<file path="config.mk">
export PLATFORM = sky130hd
export DESIGN_NAME = game_sequencer_flat
export DESIGN_NICKNAME = d
export VERILOG_FILES = /design/src/rtl/game_sequencer_if.sv /design/src/rtl/game_sequencer.sv /design/src/flat_wrapper.sv
export SDC_FILE = /design/constraint.sdc
export NUM_CORES = 1
export LEC_CHECK = 0
export ABC_AREA = 1
export CAP_MARGIN = 20
export CORE_AREA = 2 2 59 61
export DETAILED_ROUTE_END_ITERATION = 7
export DIE_AREA = 0 0 61 63
export GPL_ROUTABILITY_DRIVEN = 0
export GPL_TIMING_DRIVEN = 0
export PLACE_DENSITY = 0.86
export SYNTH_ARGS = -nofsm -noshare
export SYNTH_HDL_FRONTEND = slang
export SYNTH_SLANG_ARGS = --single-unit
</file>
<file path="constraint.sdc">
create_clock -name clk -period 1.69 [get_ports clk]
set_input_delay 0.4225 -clock clk [delete_from_list [all_inputs] [get_ports clk]]
set_output_delay 0.4225 -clock clk [all_outputs]
set_load 0.01 [all_outputs]
</file>
<file path="src/rtl/game_sequencer_if.sv">
// game_sequencer_if: frame/jump handshakes and game status shared by the sequencer, CPU and display.
// SCORE_EN adds the score bus.
interface game_sequencer_if #(parameter int OVR_W = 8);
  logic frame_tick, button_press, pause_switch, collision_detected, frame_ack, jump_ack;
  logic screen_ready, jump_req, game_over, paused;
  logic [1:0] lives;
  logic [2:0] state;
  logic [OVR_W-1:0] frame_overrun;
`ifdef SCORE_EN
  logic [15:0] score;
  modport master(
    output frame_tick, button_press, pause_switch, collision_detected, frame_ack, jump_ack,
    input screen_ready, jump_req, game_over, paused, lives, state, frame_overrun, score
  );
  modport slave(
    input frame_tick, button_press, pause_switch, collision_detected, frame_ack, jump_ack,
    output screen_ready, jump_req, game_over, paused, lives, state, frame_overrun, score
  );
`else
  modport master(
    output frame_tick, button_press, pause_switch, collision_detected, frame_ack, jump_ack,
    input screen_ready, jump_req, game_over, paused, lives, state, frame_overrun
  );
  modport slave(
    input frame_tick, button_press, pause_switch, collision_detected, frame_ack, jump_ack,
    output screen_ready, jump_req, game_over, paused, lives, state, frame_overrun
  );
`endif
endinterface

</file>
<file path="src/rtl/game_sequencer.sv">
// game_sequencer: frame handshake, jump latch, lives and IDLE/RUN/HIT/PAUSE/OVER game state.
// Optional SCORE_EN adds a saturating 16-bit frame score.
module game_sequencer #(
  parameter int START_LIVES = 3,
  parameter int HIT_FRAMES = 6,
  parameter int OVR_W = 8
) (
  input logic clk,
  input logic reset,
  game_sequencer_if.slave bus
);
  typedef enum logic [2:0] {IDLE = 3'd0, RUN = 3'd1, HIT = 3'd2, PAUSE = 3'd3, OVER = 3'd4} state_t;
  state_t state_q, state_d, ret_q, ret_d;
  logic [1:0] lives_q, lives_d;
  logic [7:0] hit_q, hit_d;
  logic sr_q, sr_d, jr_q, jr_d;
  logic [OVR_W-1:0] ovr_q, ovr_d;
  logic [2:0] btn_q, btn_d;
  logic [1:0] pse_q, pse_d;
  logic btn_rise, pause_s, active, tick;
  // btn_q = {previous synced, synced, first stage}
  assign btn_rise = btn_q[1] & ~btn_q[2];
  assign pause_s = pse_q[1];
  assign active = (state_q == RUN) || (state_q == HIT);
  assign tick = active & bus.frame_tick;
  always_comb begin
    btn_d = {btn_q[1:0], bus.button_press};
    pse_d = {pse_q[0], bus.pause_switch};
    state_d = state_q;
    ret_d = ret_q;
    lives_d = lives_q;
    hit_d = hit_q;
    case (state_q)
      IDLE: state_d = btn_rise ? RUN : IDLE;
      RUN: begin
        if (bus.collision_detected) begin
          lives_d = (lives_q == 2'd0) ? lives_q : lives_q - 2'd1;
          state_d = (lives_q <= 2'd1) ? OVER : HIT;
          hit_d = HIT_FRAMES[7:0];
        end else if (pause_s) begin
          state_d = PAUSE;
          ret_d = RUN;
        end
      end
      HIT: begin
        if (pause_s) begin
          state_d = PAUSE;
          ret_d = HIT;
        end else if (bus.frame_tick) begin
          hit_d = hit_q - 8'd1;
          state_d = (hit_q == 8'd1) ? RUN : HIT;
        end
      end
      PAUSE: state_d = pause_s ? PAUSE : ret_q;
      OVER: begin
        if (btn_rise) begin
          state_d = IDLE;
          lives_d = START_LIVES[1:0];
        end
      end
      default: state_d = IDLE;
    endcase
    // a new frame beats a simultaneous ack; IDLE/OVER never present a frame
    sr_d = (state_d == IDLE || state_d == OVER) ? 1'b0 : tick ? 1'b1 : bus.frame_ack ? 1'b0 : sr_q;
    ovr_d = (tick && sr_q && !bus.frame_ack && ovr_q != '1) ? ovr_q + 1'b1 : ovr_q;
    jr_d = (active && btn_rise) ? 1'b1 : bus.jump_ack ? 1'b0 : jr_q;
  end
  always_ff @(posedge clk or negedge reset) begin
    if (!reset) begin
      state_q <= IDLE;
      ret_q <= RUN;
      lives_q <= START_LIVES[1:0];
      hit_q <= '0;
      sr_q <= 1'b0;
      jr_q <= 1'b0;
      ovr_q <= '0;
      btn_q <= '0;
      pse_q <= '0;
    end else begin
      state_q <= state_d;
      ret_q <= ret_d;
      lives_q <= lives_d;
      hit_q <= hit_d;
      sr_q <= sr_d;
      jr_q <= jr_d;
      ovr_q <= ovr_d;
      btn_q <= btn_d;
      pse_q <= pse_d;
    end
  end
`ifdef SCORE_EN
  logic [15:0] score_q, score_d;
  always_comb begin
    score_d = (state_q == IDLE && state_d == RUN) ? 16'd0 :
              (tick && score_q != 16'hFFFF) ? score_q + 16'd1 : score_q;
  end
  always_ff @(posedge clk or negedge reset) begin
    if (!reset) score_q <= '0;
    else score_q <= score_d;
  end
  assign bus.score = score_q;
`endif
  assign bus.state = state_q;
  assign bus.lives = lives_q;
  assign bus.screen_ready = sr_q;
  assign bus.jump_req = jr_q;
  assign bus.frame_overrun = ovr_q;
  assign bus.game_over = (state_q == OVER);
  assign bus.paused = (state_q == PAUSE);
endmodule

</file>
<file path="src/flat_wrapper.sv">
// flat-port wrapper written by rule: the top's interface ports become plain ports
module game_sequencer_flat 
#(
  parameter int START_LIVES = 3,
  parameter int HIT_FRAMES = 6,
  parameter int OVR_W = 8
)
  (clk, reset, bus_frame_tick, bus_button_press, bus_pause_switch, bus_collision_detected, bus_frame_ack, bus_jump_ack, bus_screen_ready, bus_jump_req, bus_game_over, bus_paused, bus_lives, bus_state, bus_frame_overrun);
  game_sequencer_if #(.OVR_W(OVR_W)) bus_i ();
  input logic clk;
  input logic reset;
  input wire logic [$bits(bus_i.frame_tick)-1:0] bus_frame_tick;
  input wire logic [$bits(bus_i.button_press)-1:0] bus_button_press;
  input wire logic [$bits(bus_i.pause_switch)-1:0] bus_pause_switch;
  input wire logic [$bits(bus_i.collision_detected)-1:0] bus_collision_detected;
  input wire logic [$bits(bus_i.frame_ack)-1:0] bus_frame_ack;
  input wire logic [$bits(bus_i.jump_ack)-1:0] bus_jump_ack;
  output wire logic [$bits(bus_i.screen_ready)-1:0] bus_screen_ready;
  output wire logic [$bits(bus_i.jump_req)-1:0] bus_jump_req;
  output wire logic [$bits(bus_i.game_over)-1:0] bus_game_over;
  output wire logic [$bits(bus_i.paused)-1:0] bus_paused;
  output wire logic [$bits(bus_i.lives)-1:0] bus_lives;
  output wire logic [$bits(bus_i.state)-1:0] bus_state;
  output wire logic [$bits(bus_i.frame_overrun)-1:0] bus_frame_overrun;
  assign bus_i.frame_tick = bus_frame_tick;
  assign bus_i.button_press = bus_button_press;
  assign bus_i.pause_switch = bus_pause_switch;
  assign bus_i.collision_detected = bus_collision_detected;
  assign bus_i.frame_ack = bus_frame_ack;
  assign bus_i.jump_ack = bus_jump_ack;
  assign bus_screen_ready = bus_i.screen_ready;
  assign bus_jump_req = bus_i.jump_req;
  assign bus_game_over = bus_i.game_over;
  assign bus_paused = bus_i.paused;
  assign bus_lives = bus_i.lives;
  assign bus_state = bus_i.state;
  assign bus_frame_overrun = bus_i.frame_overrun;
  game_sequencer #(.START_LIVES(START_LIVES), .HIT_FRAMES(HIT_FRAMES), .OVR_W(OVR_W)) u_core (.clk(clk), .reset(reset), .bus(bus_i));
endmodule
</file>
==> flow_summary_export.csv <==
group,metric,value,unit
outcome,outcome,"finished, final reports clean",
synthesis,synth_cell_type_count,25,
setup_path,reg2reg_from,"u_core.bus.frame_overrun[1]",
drt,wl_per_cell,11.95,um
pwr,sw_frac_of_total,0.4317,
synthesis,synth_ff_type,"dfrtp_1",
timing,fin_crit_sh,0.9778,
setup_path,rr_worst_depth,6,
setup_path,cp_num_cells,1,
setup_path,r2r-end,"u_core.bus.frame_overrun[6]",
job,cap_violations,0,
final_layout,final_util,0.6570,
synthesis,syn_inst,203,
drt,drc_errors,0,
synthesis,synth_most_common_cell,"nand2_1",
synthesis,synth.avg_cell_area,8.000,um2
placed_design,dp_hpwl,2484,um
floorplan,core_area,3232,um2
clock_tree,clkLatencyLatePin,0.33,ns
setup_path,cp_top_family,"buffers and inverters",
timing,finClkSkew,0.008555,ns
drt,vias_per_cell,4.891,
pwr,p_leak,0.001176,uW
synthesis,syn_nets,216,
drt,first_pass_iters,4,
synthesis,synth_top_cell_by_area,"dfrtp_1",
synthesis,synth_area_leaders,"dfrtp_1 (42%), nand2_1 (14%), nor2_1 (6.2%)",
floorplan,initial_core_util,0.5025,
pwr,pwr-share-comb,0.506,
final_layout,antennaDiodeCount,0,
pwr,max-vdd-ir-drop,654.4,uV
synthesis,ys_top_cells_by_count,"nand2_1 (62), dfrtp_1 (27), nor2_1 (27)",
pwr,power.density,1556,nW/um2
timing,whs,0.3533,ns
synthesis,ys_seq_area_frac,0.4646,
clock_tree,postCtsHoldBufs,0,
timing,tightest_slew,0.5728,ns
pwr,seq_power_share,0.359,
global_route,grt_max_degree,22,
min_path,hold_depth,0,
setup_path,path_class,"register to primary output",
drt,totalWireLength,3514,um
final_layout,drive_gt1_frac,0.1734,
pwr,power.net_switching,1426,uW
synthesis,synth.top_cell.area_share,0.4160,
pwr,power_frac_clock,0.135,
final_layout,area_delta_synth_final,30.74,%
timing,final_max_slew_viol_count,0,
timing,hold_viol_final,0,
floorplan,fp.dieH,63,um
synthesis,synth_edf_count,0,
setup_path,cp.arrival,1.23,ns
drt,drt_iter0_drc,42,
clock_tree,numCtsBuffers,5,
floorplan,io_pins,25,
timing,setup_viol_count_final,0,
min_path,hold_start,"u_core.pse_q[0]",
synthesis,async_reset_ff_frac,1.000,
drt,dr_total_vias,1438,
global_route,grt_pass1_vias,1394,
setup_path,cpPeakStageDelay,0.54,ns
min_path,min_path_type,"register to register",
floorplan,dieWidth,61,um
min_path,worstHoldEndpoint,"u_core.pse_q[1]",
setup_path,cp-end-kind,"primary output",
global_route,grt.total_usage,0.2084,
pwr,intPower,1877,uW
global_route,antenna_found_initial,0,
setup_path,slowest_stage,"clkdlybuf4s50_1",
setup_path,path_cells,"clkdlybuf4s50_1",
synthesis,synth_seq_cells,30,
timing,rsz0062_at_grt,"no",
setup_path,crit_path_start_kind,"register",
final_layout,layout.nets,260,
clock_tree,cts.sinks,30,
clock_tree,cts_tree,"done",
global_route,grt_overflow_total,0,
setup_path,crit_required,1.27,ns
synthesis,synthesis.area,1624,um2
synthesis,synth_warnings,0,
floorplan,dieArea,3843,um2
floorplan,rows,21,
setup_path,reg2reg_setup_slack,0.10,ns
clock_tree,cts.path.max_buffers,2,
setup_path,cp_max_fo,2,
global_route,grt_first_pass_wirelength,5968,um
timing,max-slew-margin-rel,0.6169,
clock_tree,clockRootBuffer,"clkbuf_4",
drt,ant_nets,0,
setup_path,path_buf_inv,1,
timing,fin_crit,1.653,ns
placed_design,port_buffers,24,
clock_tree,clk_pin_slew,0.09,ns
timing,fmax,605.1,MHz
clock_tree,h-tree-depth,2,
-- registers in the layout, indices dropped and copies added, names as in the netlist --
register	count
u_core.ret_q	2
u_core.bus.screen_ready	1
u_core.btn_q	3
u_core.bus.jump_req	1
u_core.bus.frame_overrun	8
u_core.hit_q	8
u_core.pse_q	2
u_core.bus.state	3
u_core.bus.lives	2
-- routing by layer --
layer,vias to the layer above,track usage,wire length [um]
met5,-,0,0
met4,0,0.1033,69
met3,8,0.03727,169
met2,35,0.3401,1746
met1,674,0.2570,1529
li1,721,-,-
-- final cells by class --
cell class                      instances  area (um2)
Multi-Input combinational cell        145       774.5
Tap cell                               46       57.56
Sequential cell                        30       757.0
Timing Repair Buffer                   37       357.8
Clock buffer                            7       55.05
Clock inverter                          1       5.005
Fill cell                             281        1109
Inverter                               27       105.1
Buffer                                  1       11.26
-- cell usage in the layout, fill, tap and decap left out, drive strengths merged, types with 8 or more instances in the layout --
master         instances
buf                   15
clkbuf                 8
clkdlybuf4s50          9
dfrtp                 27
inv                   26
nand2                 63
nand3                  8
nor2                  29
o21ai                 14
xor2                  10
-- how the worst max path moves through the flow --
stage                             endpoint                        start
2_1_floorplan  u_core.bus.frame_overrun[2]  u_core.bus.frame_overrun[0]
3_3_place_gp   u_core.bus.frame_overrun[7]                        reset
3_5_place_dp                 bus_game_over          u_core.bus.state[1]
4_1_cts                      bus_game_over          u_core.bus.state[1]
5_1_grt                   bus_screen_ready      u_core.bus.screen_ready
6_report              bus_frame_overrun[2]  u_core.bus.frame_overrun[2]
-- power by group through the flow --
stage	registers (uW)	clock network, uW	logic, uW
after CTS	1180	457	1680
final	1190	445	1670
after detailed placement	1230	0	1550
after global routing	1210	481	1870
after global placement	1210	0	1480
after floorplan	1230	0	1020
-- repair_timing --
| item | 4_1_cts | 5_1_grt |
|---|---|---|
| gates resized for setup | 17 | 11 |
| endpoints found under the setup margin | 14 | 10 |
| setup buffers | 11 | 1 |
| pin swaps | 1 | 1 |
| gates cloned | 0 | 0 |
| endpoints found under the hold margin | 0 | 0 |
-- kinds of logic (layout without fill, tap and decap cells) --
| logic type | Yosys count | after routing | share of synthesized area |
|---|---|---|---|
| DFF | 30 | 30 | 0.4646 |
| xor gates and xnor gates | 12 | 12 | 0.06471 |
| AOI/OAI and AO/OA | 21 | 21 | 0.07935 |
| and+or+nand+nor | 107 | 107 | 0.2827 |
| buffers and inverters | 28 | 73 | 0.07010 |
| adders and majority gates | 5 | 5 | 0.03852 |
-- through the flow --
stage | power, uW | std cells | setup slack (ns) | TNS (ns) | cell area, um2
after CTS | 3325 | 293 | -0.004853 | -0.004853 | 2107
after global placement | 2693 | 273 | -0.2951 | -8.260 | 1922
after detailed placement | 2777 | 274 | -0.1870 | -0.3129 | 1949
after floorplan | 2250 | 203 | 0.3123 | 0 | 1624
final | 3303 | 294 | 0.03745 | 0 | 2123
after global routing | 3569 | 294 | 0.001640 | 0 | 2123
Note: power is estimated with default switching activity, not from simulation.
